File: config.mk
export PLATFORM = sky130hd
export DESIGN_NAME = pwm_fault_guard
export DESIGN_NICKNAME = d
export VERILOG_FILES = /design/src/rtl/pwm_guard_pkg.sv /design/src/rtl/fault_filter.sv /design/src/rtl/pwm_fault_guard.sv
export SDC_FILE = /design/constraint.sdc
export NUM_CORES = 1
export LEC_CHECK = 0
export CAP_MARGIN = 5
export CELL_PAD_IN_SITES_DETAIL_PLACEMENT = 0
export CELL_PAD_IN_SITES_GLOBAL_PLACEMENT = 1
export CORE_UTILIZATION = 42
export DETAILED_ROUTE_END_ITERATION = 8
export PLACE_DENSITY = 0.87
export SLEW_MARGIN = 20
export SYNTH_ARGS = -nofsm -noshare
export SYNTH_HDL_FRONTEND = slang
export SYNTH_SLANG_ARGS = --single-unit
export TNS_END_PERCENT = 5
File: constraint.sdc
create_clock -name CLK -period 2.4 [get_ports CLK]
set_input_delay 0.48 -clock CLK [delete_from_list [all_inputs] [get_ports CLK]]
set_output_delay 0.48 -clock CLK [all_outputs]
set_load 0.03 [all_outputs]
File: src/rtl/pwm_guard_pkg.sv
// Shared definitions for the PWM fault guard: FSM encoding and status field widths,
// kept here so the DSP bus register decode can decode STATE/TRIP_CNT the same way.
package pwm_guard_pkg;

  localparam int STATE_W    = 2;
  localparam int TRIP_CNT_W = 8;
  localparam int FILT_CNT_W = 8;
  localparam int HOLD_W     = 16;

  localparam logic [TRIP_CNT_W-1:0] TRIP_CNT_MAX = '1;

  typedef enum logic [STATE_W-1:0] {
    ST_ARMED   = 2'd0,
    ST_TRIPPED = 2'd1,
    ST_REARM   = 2'd2
  } guard_state_e;

endpackage

File: src/rtl/fault_filter.sv
// One fault line: 2-FF synchroniser (inverted so 1 = fault) followed by a
// debounce counter that toggles the filtered state after FILT_LEN stable cycles.
module fault_filter
  import pwm_guard_pkg::*;
#(
  parameter int FILT_LEN = 16
) (
  input  logic clk,
  input  logic rst,
  input  logic fault_n_raw,
  output logic fault_filt
);

  localparam logic [FILT_CNT_W-1:0] CNT_LAST = FILT_CNT_W'(FILT_LEN - 1);

  logic                  meta_q, meta_d;
  logic                  sync_q, sync_d;
  logic                  filt_q, filt_d;
  logic [FILT_CNT_W-1:0] cnt_q, cnt_d;

  always_comb begin
    meta_d = ~fault_n_raw;
    sync_d = meta_q;
    filt_d = filt_q;
    cnt_d  = '0;
    // Any cycle where sync agrees with the filtered state restarts the count.
    if (sync_q != filt_q) begin
      if (cnt_q == CNT_LAST) begin
        filt_d = ~filt_q;
      end else begin
        cnt_d = cnt_q + 1'b1;
      end
    end
  end

  always_ff @(posedge clk) begin
    if (rst) begin
      meta_q <= 1'b0;
      sync_q <= 1'b0;
      filt_q <= 1'b0;
      cnt_q  <= '0;
    end else begin
      meta_q <= meta_d;
      sync_q <= sync_d;
      filt_q <= filt_d;
      cnt_q  <= cnt_d;
    end
  end

  assign fault_filt = filt_q;

endmodule

File: src/rtl/pwm_fault_guard.sv
// PWM protection stage: debounced fault lines latch into a sticky register that
// gates every PWM output low; the guard re-arms a fixed hold-off after clearing.
module pwm_fault_guard
  import pwm_guard_pkg::*;
#(
  parameter int N_CH      = 8,
  parameter int FILT_LEN  = 16,
  parameter int REARM_CYC = 200
) (
  input  logic                  CLK,
  input  logic                  RESET,
  input  logic [N_CH-1:0]       FAULT_INPUT,
  input  logic [N_CH-1:0]       PWM_IN,
  output logic [N_CH-1:0]       PWM_OUT,
  input  logic [N_CH-1:0]       FAULT_EN,
  input  logic                  CLR_STB,
  input  logic [N_CH-1:0]       CLR_MASK,
  input  logic                  CNT_CLR,
  output logic [N_CH-1:0]       FAULT_FILT,
  output logic [N_CH-1:0]       FAULT_STICKY,
  output logic [STATE_W-1:0]    STATE,
  output logic [TRIP_CNT_W-1:0] TRIP_CNT,
  output logic                  FAULT_XINT
);

  localparam logic [HOLD_W-1:0] HOLD_LOAD = HOLD_W'(REARM_CYC - 1);

  guard_state_e          state_q, state_d;
  logic [N_CH-1:0]       sticky_q, sticky_d;
  logic [N_CH-1:0]       pwm_out_q, pwm_out_d;
  logic [HOLD_W-1:0]     hold_q, hold_d;
  logic [TRIP_CNT_W-1:0] trip_cnt_q, trip_cnt_d;
  logic                  xint_q, xint_d;
  logic [N_CH-1:0]       flt_set, flt_clr;
  logic                  trip;
  logic                  trip_entry;

  for (genvar i = 0; i < N_CH; i++) begin : g_filt
    fault_filter #(
      .FILT_LEN(FILT_LEN)
    ) u_filt (
      .clk        (CLK),
      .rst        (RESET),
      .fault_n_raw(FAULT_INPUT[i]),
      .fault_filt (FAULT_FILT[i])
    );
  end

  // Clear only applies to lines whose filtered fault has gone away, so set and
  // clear never overlap on the same bit.
  always_comb begin
    flt_set  = FAULT_FILT & FAULT_EN;
    flt_clr  = {N_CH{CLR_STB}} & CLR_MASK & ~FAULT_FILT;
    sticky_d = (sticky_q & ~flt_clr) | flt_set;
    trip     = |sticky_d;
  end

  always_ff @(posedge CLK) begin
    if (RESET) begin
      state_q <= ST_ARMED;
    end else begin
      state_q <= state_d;
    end
  end

  always_comb begin
    state_d = state_q;
    case (state_q)
      ST_ARMED: begin
        if (trip) state_d = ST_TRIPPED;
      end
      ST_TRIPPED: begin
        if (!trip) state_d = ST_REARM;
      end
      ST_REARM: begin
        if (trip) begin
          state_d = ST_TRIPPED;
        end else if (hold_q == '0) begin
          state_d = ST_ARMED;
        end
      end
      default: state_d = ST_ARMED;
    endcase
  end

  // PWM is gated by the next state so a fault blanks it on the same edge the
  // sticky bit sets.
  always_comb begin
    hold_d = hold_q;
    if (state_q == ST_TRIPPED && state_d == ST_REARM) begin
      hold_d = HOLD_LOAD;
    end else if (state_q == ST_REARM && hold_q != '0) begin
      hold_d = hold_q - 1'b1;
    end

    pwm_out_d  = (state_d == ST_ARMED) ? PWM_IN : '0;
    trip_entry = (state_q != ST_TRIPPED) && (state_d == ST_TRIPPED);

    trip_cnt_d = trip_cnt_q;
    if (CNT_CLR) begin
      trip_cnt_d = '0;
    end else if (trip_entry && trip_cnt_q != TRIP_CNT_MAX) begin
      trip_cnt_d = trip_cnt_q + 1'b1;
    end

    xint_d = ~trip;
  end

  always_ff @(posedge CLK) begin
    if (RESET) begin
      sticky_q   <= '0;
      pwm_out_q  <= '0;
      hold_q     <= '0;
      trip_cnt_q <= '0;
      xint_q     <= 1'b1;
    end else begin
      sticky_q   <= sticky_d;
      pwm_out_q  <= pwm_out_d;
      hold_q     <= hold_d;
      trip_cnt_q <= trip_cnt_d;
      xint_q     <= xint_d;
    end
  end

  assign PWM_OUT      = pwm_out_q;
  assign FAULT_STICKY = sticky_q;
  assign STATE        = state_q;
  assign TRIP_CNT     = trip_cnt_q;
  assign FAULT_XINT   = xint_q;

endmodule

# Yosys cells after proc, flatten, opt, wreduce, memory -nomap -nowiden
# Index checks and enable logic that the tools add are counted.
word_totals:
  romBits: 0
  reg_bits: 131
  mem_bits_rw: 0
  memories: 0
  latch_bits: 0
  out_inout_bits: 35
op_classes:
  n_reduce_logical: 29
  n_div: 0
  eq_ne: 22
  multipliers: 0
  muxes: 7
  addsub: 10
  order_cmp: 0
  bitwise_logic: 33
  shifts: 0
op_table:
  columns: ["operator", "count"]
  rows:
  - ["$add A8 B1 Y8 const B", 9]
  - ["$eq A8 B4 Y1 const B", 8]
  - ["$and A8 B8 Y8", 4]
  - ["$not A1 Y1", 26]
  - ["$reduce_or A3 Y1", 8]
  - ["$logic_not A16 Y1", 1]
  - ["$mux W8", 2]
  - ["$not A8 Y8", 2]
  - ["$reduce_and A2 Y1", 8]
  - ["$reduce_bool A16 Y1", 1]
  - ["$sub A16 B1 Y16 const B", 1]
  - ["$mux W2", 4]
  - ["$ne A1 B1 Y1", 8]
  - ["$ne A8 B8 Y1 const B", 1]
  - ["$or A8 B8 Y8", 1]
  - ["$reduce_or A8 Y1", 1]
  - ["$pmux W2 S3", 1]
  - ["$reduce_or A2 Y1", 3]
  - ["$eq A2 B1 Y1 const B", 2]
  - ["$eq A2 B2 Y1 const B", 2]
  - ["$logic_and A1 B1 Y1", 4]
  - ["$logic_not A2 Y1", 2]
  - ["$ne A2 B1 Y1 const B", 1]
  - ["$reduce_bool A2 Y1", 1]

# Depth between registers and ports, before layout
# Gate-level depths: netlist (run 1).
logic_depth:
  depth_word: 11
  ltp_mapped: 7
  mapped_depth_nobuf: 7

# Cells and area by module
# A second synthesis (run 1) with hierarchy kept.
unflattened:
  cells_unflattened: 634
  hier_area_um2: 5529.1
by_module_without_submodules:
  columns: ["module", "cells_each", "area_each_um2", "seq_area_each_um2", "instances"]
  rows:
  - ["fault_filter", 51, 449.2, 220.2, 8]
  - ["pwm_fault_guard", 226, 1935.6, 860.8, 1]

# Worst setup path before layout (run 1)
# No wires, ideal clock.
synth_timing:
  kind: "in2reg"
  startpoint: "input port CLR_STB"
  endpoint: "register trip_cnt_q[7], in the netlist TRIP_CNT[7]"
  arrival_time_ns: 1.859
  setup_time_ns: 0.070
  path_stages: 7
  slack_ns: 0.471
  cell_sequence: "buf_2 -> and3b_1 -> o211a_1 -> and4_1 -> clkbuf_1 -> or3_1 -> a21oi_1"
synth_between:
  elab_chain_cells: 11
  word_cells_on_any_way: 13
  cone_classes: "eq/ne (1); mux (4); bitwise (5); reduce/logical (3)"
synth_lines:
  columns: ["element", "line", "text"]
  rows:
  - ["from (decl)", "pwm_fault_guard.sv:16", "input logic CLR_STB,"]
  - ["$and A8 B8 Y8 (*) (2 in series)", "pwm_fault_guard.sv:53", "flt_clr = {N_CH{CLR_STB}} & CLR_MASK & ~FAULT_FILT;"]
  - ["$not A8 Y8 (*)", "pwm_fault_guard.sv:54", "sticky_d = (sticky_q & ~flt_clr) | flt_set;"]
  - ["$and A8 B8 Y8 (*)", "pwm_fault_guard.sv:54", null]
  - ["$or A8 B8 Y8 (*)", "pwm_fault_guard.sv:54", null]
  - ["$reduce_or A8 Y1 (*)", "pwm_fault_guard.sv:55", "trip = |sticky_d;"]
  - ["$mux W2 (on tied branches)", "pwm_fault_guard.sv:76, pwm_fault_guard.sv:70, pwm_fault_guard.sv:73", null]
  - ["$pmux W2 S3 (*)", "pwm_fault_guard.sv:68", "case (state_q)"]
  - ["$eq A2 B1 Y1 (*)", "pwm_fault_guard.sv:97", "trip_entry = (state_q != ST_TRIPPED) && (state_d == ST_TRIPPED);"]
  - ["$logic_and A1 B1 Y1 (*)", "pwm_fault_guard.sv:97", null]
  - ["$logic_and A1 B1 Y1 (*)", "pwm_fault_guard.sv:102", "end else if (trip_entry && trip_cnt_q != TRIP_CNT_MAX) begin"]
  - ["to (signal assigned)", "pwm_fault_guard.sv:120", "trip_cnt_q <= trip_cnt_d;"]
  - ["to (decl)", "pwm_fault_guard.sv:32", "logic [TRIP_CNT_W-1:0] trip_cnt_q, trip_cnt_d;"]
# Mark *: on every way between the ends. The rest lies on a longest branch, timed or not.
# A chain may end at the register's enable or synchronous reset.

# Worst setup path after layout (run 1)
layout_timing:
  startpoint: "register hold_q[0]"
  endpoint: "register hold_q[1]"
layout_between:
  elab_chain_cells: 7
  word_cells_on_any_way: 12
  cone_classes: "add/sub (1); eq/ne (1); mux (5); reduce/logical (5)"
layout_lines:
  columns: ["element", "line", "text"]
  rows:
  - ["from (decl)", "pwm_fault_guard.sv:31", "logic [HOLD_W-1:0] hold_q, hold_d;"]
  - ["from (signal assigned)", "pwm_fault_guard.sv:119", "hold_q <= hold_d;"]
  - ["$logic_not A16 Y1", "pwm_fault_guard.sv:78", "end else if (hold_q == '0) begin"]
  - ["$mux W2", "pwm_fault_guard.sv:78", null]
  - ["$mux W2", "pwm_fault_guard.sv:76", "if (trip) begin"]
  - ["$pmux W2 S3", "pwm_fault_guard.sv:68", null]
  - ["$eq A2 B2 Y1", "pwm_fault_guard.sv:90", "if (state_q == ST_TRIPPED && state_d == ST_REARM) begin"]
  - ["$logic_and A1 B1 Y1", "pwm_fault_guard.sv:90", null]
  - ["$mux W8 / $reduce_bool A2 Y1 (equally long branches)", null, null]
# Parallel ways exist; a longest one is shown, timed or not. The select of a mux whose other input is x is not followed.

==> results.cfg, run 1 <==
[routing]
route.top_layer_used = met4
drt_pre_antenna_iters = 5
drt.antenna.violating_nets = 0
route.final.wire_length_um = 10750
drt_first_iter_violations = 124
wl_per_cell_um = 13.15
met2_length_um = 5477
route.vias.total = 4109
drt-vias-per-instance = 5.023
drt_drc_violations_left = 0
detail_route.wirelength.met1_um = 4728
wl_met3_um = 463

[cts]
cts_htree_levels = 4
clk-insertion-delay-late_ns = 0.41
clock_sinks = 131
post-cts-setup-buffers = 0
clock_tree_from_tritoncts = done
cts-root-to-sink-buffers = 2
cts_hold_repair_buffers = 0
clk_pin_slew_worst_paths_ns = 0.06
tritoncts.num_buffers = 17
cts-resized-gates = 0
cts_root_buf = clkbuf_16

[sta]
setup_slack_ns = 0.2650
rsz0062_at_grt = no
timing.final.hold_violations = 0
tightestPinTransition_ns = 0.5701
drv_slew = 0
finalHoldWorstSlack_ns = 0.3706
final.period_utilization_pct = 88.96
maxClockFrequency_mhz = 468.4
setup-violations-final = 0
skew_ns = 0.008399
max_slew_margin_pct = 61.49
finalWorstPathRequiredPeriod_ns = 2.135

[pwr]
max-vdd-ir-drop_mv = 0.4780
power_leakage_uw = 0.002450
power-per-cell-area_nw_per_um2 = 743.9

[global_route]
antenna_found_initial = 0
grt_pass1_wl_um = 18030
grt_pass1_vias = 3969
grt.total_usage_pct = 17.76
gr-total-overflow = 0
grt_max_degree = 19

[worst_setup_path]
critical_path.startpoint_type = register
cp_num_buf_inv = 1
slowest_delay_ns = 0.37
timing.critical_path.arrival_ns = 2.47
critical-path-slowest-cell = mux2_2
critPathCaptureType = register
worst-r2r-cell-count = 7
timing.critical_path.depth = 7
timing.critical_path.max_delay_family = simple AND/OR/NAND/NOR gates
worst-path-max-fanout = 4
data_required_time_at_the_worst_endpoint_ns = 2.73
timing.setup.critical_path_class = register to register
cp_cell_sequence = inv_1 -> ha_1 -> nor3b_1 -> nand4_1 -> nand3b_1 -> mux2_2 -> a21oi_1

[min_path]
min_delay_path_depth = 2
worst_hold_path_type = primary input to register

[finish]
n_antenna_cell = 0
nets = 685
area_delta_synth_final_pct = 27.99
final_design_area_no_fill_um2 = 6739
finish.utilization_pct = 55.64
post_layout_nonfiller_instances = 818
layout.filler_cells = 1098
post_route_cells_drive_above_1_share_pct = 9.231

[floorplanning]
core-area_um2 = 12110
initial_utilization_pct = 43.47
dieArea_um2 = 12990
boundaryPins = 71
dieHeight_um = 114.0
chipWidth_um = 114.0
row_count = 40

[synth]
netlist_area_um2 = 5265
netlist_top_cells_area = dfxtp_1, nor2_1, xnor2_1, xor2_1, nand3_1
area_leader_netlist = dfxtp_1
synth_top_flop_cell = dfxtp_1
ys.warnings.count = 0
ys_async_sr_fraction_pct = 0
area_share_of_the_largest_cell_type_after_synthesis_pct = 49.81
synth-seq-cells = 131
synth_cell_type_count = 44
synth_area_per_cell_um2 = 9.335
number_of_synthesized_flops_with_an_enable_pin = 0
yosysSeqAreaShare_pct = 49.81
syn_nets = 611
synth_cells = 564

[placed_design]
placed_cells_incl_taps = 787
portbufs = 70
dpl_cell_area_um2 = 6123
place_ws_ns = -0.08504
place.detailed.hpwl_um = 7699
finalWeightedCongestion = 0.8058

[run]
number_of_violations_of_the_max_capacitance_limit = 0

[status]
result_of_the_run = finished, final reports clean
==> through the flow <==
stage,power [uW],setup TNS (ns)
after floorplan,2317,0
after global placement,2404,-0.06009
final,5013,0
after detailed placement,2406,-1.030
after CTS,5075,0
after global routing,5184,0
==> synth_stat cells, types with 11 or more instances <==
master and instances:
a21oi_1 29, o21ai_0 16, clkbuf_1 14, xnor2_1 35
nor2_1 106, ha_1 11, inv_1 12, or4_1 11
nand3_1 30, xor2_1 29, or3_1 17, dfxtp_1 131
nand2_1 15, and3_1 12
==> registers in the layout (all words and copies together) (netlist names) <==
register	flops
hold_q	16
FAULT_STICKY	8
STATE	2
TRIP_CNT	8
g_filt.u_filt.sync_q	8
g_filt.u_filt.cnt_q	64
PWM_OUT	8
g_filt.u_filt.fault_filt	8
FAULT_XINT	1
g_filt.u_filt.meta_q	8
==> cell type report <==
type,count,area (um^2),share of cell area (%)
clock inverter,13,186.4,2.766
tap,168,210.2,3.119
timing repair buffer,81,778.2,11.55
inverter,12,45.04,0.6684
multi-input combinational,395,2467,36.61
sequential,131,2623,38.92
clock buffer,18,429.2,6.368
==> per-layer routing <==
| metal | GRT usage [%] | vias up |
|---|---|---|
| met5 | 0 | - |
| met4 | 5.281 | 0 |
| met3 | 5.260 | 10 |
| met2 | 31.68 | 85 |
| met1 | 20.45 | 1953 |
| li1 | - | 2061 |
==> final timing paths <==
path | start | endpoint | slack (ns)
worst max-delay path | hold_q[0]$_SDFFE_PP0P_ | hold_q[1]$_SDFFE_PP0P_ | 0.26
worst min-delay path | RESET | g_filt[6].u_filt.meta_q$_SDFF_PP0_ | 0.37
worst max register to register | hold_q[0]$_SDFFE_PP0P_ | hold_q[1]$_SDFFE_PP0P_ | 0.26
worst min register to register | g_filt[7].u_filt.meta_q$_SDFF_PP0_ | g_filt[7].u_filt.sync_q$_SDFF_PP0_ | 0.44
==> report_power, final <==
group | internal [uW] | switching [uW]
sequential | 2200 | 9.76
clock | 1730 | 926
combinational | 82.0 | 66.1
==> logic make-up after synthesis <==
kind of cell / count (synthesis) / synth area share [%]
adders and majority gates: 11 / 2.614
muxes: 10 / 1.925
xor gates and xnor gates: 64 / 10.65
and+or+nand+nor: 250 / 24.76
AOI/OAI and AO/OA: 60 / 6.916
DFF: 131 / 49.81
buffers and inverters: 38 / 3.327
==> layout by cell type (no fill, tap or decap), drive strengths merged, types with 9 or more instances in the layout <==
cell           synthesis  layout
dfxtp                131     131
xor2                  29      29
inv                   12      12
o21ai                 16      16
a21oi                 29      29
clkbuf                14      18
nor2                 106     106
nand3                 30      30
and3                  12      12
xnor2                 35      35
nand2                 15      15
nor2b                 10      10
or3                   17      17
clkdlybuf4s50          0      69
or4                   14      14
ha                    11      11
buf                   12      12
mux2i                  9       9
(Power assumes the default switching activity.)
==> run 2, diff against run 1 <==
--- a/config.mk
+++ b/config.mk
@@ -10,6 +10,7 @@
 export CELL_PAD_IN_SITES_GLOBAL_PLACEMENT = 1
 export CORE_UTILIZATION = 42
 export DETAILED_ROUTE_END_ITERATION = 8
+export MAX_ROUTING_LAYER = met4
 export PLACE_DENSITY = 0.87
 export SLEW_MARGIN = 20
 export SYNTH_ARGS = -nofsm -noshare
==> run 2 against run 1 <==
Against the previous run:
- global-route usage grew 0.60 points
- wire length grew 0.35%
- final cell count is the same
- utilization is the same
- total power grew 0.16%
- die area is the same
- first-iteration DRC count shrank 1.6%
- combinational power is essentially flat
- setup slack lost 0.015 ns
- worst hold slack lost 0.00077 ns
- non-clock buffer count is the same
- critical path type unchanged
- largest power group unchanged
==> results.cfg, run 2 (synthesis results as in run 1) <==
[global_route]
grt_pass1_vias = 3971
antenna_found_initial = 0
grt.total_usage_pct = 18.37
gr-total-overflow = 0
grt_pass1_wl_um = 18070
grt_max_degree = 19

[worst_setup_path]
critical_path.startpoint_type = register
timing.critical_path.arrival_ns = 2.48
data_required_time_at_the_worst_endpoint_ns = 2.73
worst-path-max-fanout = 4
timing.setup.critical_path_class = register to register
critPathCaptureType = register

[sta]
timing.final.hold_violations = 0
drv_slew = 0
finalWorstPathRequiredPeriod_ns = 2.150
final.period_utilization_pct = 89.56
skew_ns = 0.008406
maxClockFrequency_mhz = 465.2
max_slew_margin_pct = 61.52
rsz0062_at_grt = no
setup-violations-final = 0
tightestPinTransition_ns = 0.5697

[floorplanning]
core-area_um2 = 12110
initial_utilization_pct = 43.47
chipWidth_um = 114.0
dieHeight_um = 114.0
dieArea_um2 = 12990
row_count = 40
boundaryPins = 71

[finish]
area.sequential_um2 = 2623
post_layout_nonfiller_instances = 818
final_design_area_no_fill_um2 = 6739
layout.cells.most_common = dfxtp_1
area_taken_by_multi_input_logic_gates_um2 = 2467
mostFrequentLayoutCells = dfxtp_1, nor2_1, clkdlybuf4s50_1
n_antenna_cell = 0
area_delta_synth_final_pct = 27.99
post_route_cells_drive_above_1_share_pct = 9.231
max_flop_register = g_filt.u_filt.cnt_q
nets = 685
largest_register_ff_count = 64
layout.filler_cells = 1098
reg_top3 = g_filt.u_filt.cnt_q (64), hold_q (16)

[cts]
cts_htree_levels = 4
cts-root-to-sink-buffers = 2
cts-resized-gates = 0
tritoncts.num_buffers = 17
post-cts-setup-buffers = 0
cts_root_buf = clkbuf_16
clk_pin_slew_worst_paths_ns = 0.06
clk-insertion-delay-late_ns = 0.41
clock_tree_from_tritoncts = done
cts_hold_repair_buffers = 0
clock_sinks = 131

[placed_design]
dpl_cell_area_um2 = 6123
portbufs = 70
place.detailed.hpwl_um = 7699
finalWeightedCongestion = 0.8176
placed_cells_incl_taps = 787

[run]
number_of_violations_of_the_max_capacitance_limit = 0

[routing]
drt_pre_antenna_iters = 4
wl_per_cell_um = 13.19
drt-vias-per-instance = 5.020
drt_drc_violations_left = 0
route.final.wire_length_um = 10790
route.vias.total = 4106
drt.antenna.violating_nets = 0
drt_first_iter_violations = 122

[pwr]
power_leakage_uw = 0.002450
max-vdd-ir-drop_mv = 0.4792
power-per-cell-area_nw_per_um2 = 745.1

[status]
result_of_the_run = finished, final reports clean

[min_path]
worst_hold_path_type = primary input to register
[run 2: cell counts in the layout (fill, tap and decap cells not counted)]
No cell type changed its count.
[run 2: where the power goes]
group / switching (uW) / internal, uW
combinational: 66.3 / 82.0
sequential: 9.76 / 2200
clock: 933 / 1730
total: 1010 / 4010
[run 2: final cells by class]
type                    instances  area share (%)
multi-input cells             395           36.61
well taps                     168           3.119
clock buffers                  18           6.368
clock inverters                13           2.766
repair buffers                 81           11.55
inverters                      12          0.6684
flip-flops and latches        131           38.92
[run 2: worst paths after layout]
| kind | startpoint | endpoint | slack, ns | cells after the start |
|---|---|---|---|---|
| worst max-delay path | hold_q[0]$_SDFFE_PP0P_ | hold_q[1]$_SDFFE_PP0P_ | 0.25 | 7 |
| worst max register to register | hold_q[0]$_SDFFE_PP0P_ | hold_q[1]$_SDFFE_PP0P_ | 0.25 | 7 |
| worst min register to register | g_filt[7].u_filt.meta_q$_SDFF_PP0_ | g_filt[7].u_filt.sync_q$_SDFF_PP0_ | 0.44 | 1 |
| worst min-delay path | RESET | g_filt[6].u_filt.meta_q$_SDFF_PP0_ | 0.37 | 2 |
[run 2: worst max-delay path: stages, from the launching register on]
cell and delay, ns:
dfxtp_1 0.31, inv_1 0.11, ha_1 0.23, nor3b_1 0.37, nand4_1 0.27, nand3b_1 0.27
mux2_2 0.37, a21oi_1 0.15
[run 2: per-layer routing]
metal	share of wire, %	global-route usage [%]	vias to the layer above
li1	-	-	2063
met1	44	20.59	1950
met2	51	31.72	85
met3	4.4	5.313	8
met4	0.83	5.281	0
met5	0	-	-
[run 2: stage by stage]
step	setup slack, ns	utilization (%)	setup TNS (ns)	hold slack [ns]	total power (uW)
6_report	0.2505	55.64	0	0.3698	5021
5_1_grt	0.08793	55.64	0	0.3800	5189
4_1_cts	0.2532	55.64	0	0.3769	5075
3_5_place_dp	-0.08504	50.56	-1.030	0.4268	2406
3_3_place_gp	-0.007995	50.56	-0.06009	0.4184	2404
2_1_floorplan	0.4713	-	0	0.4130	2317
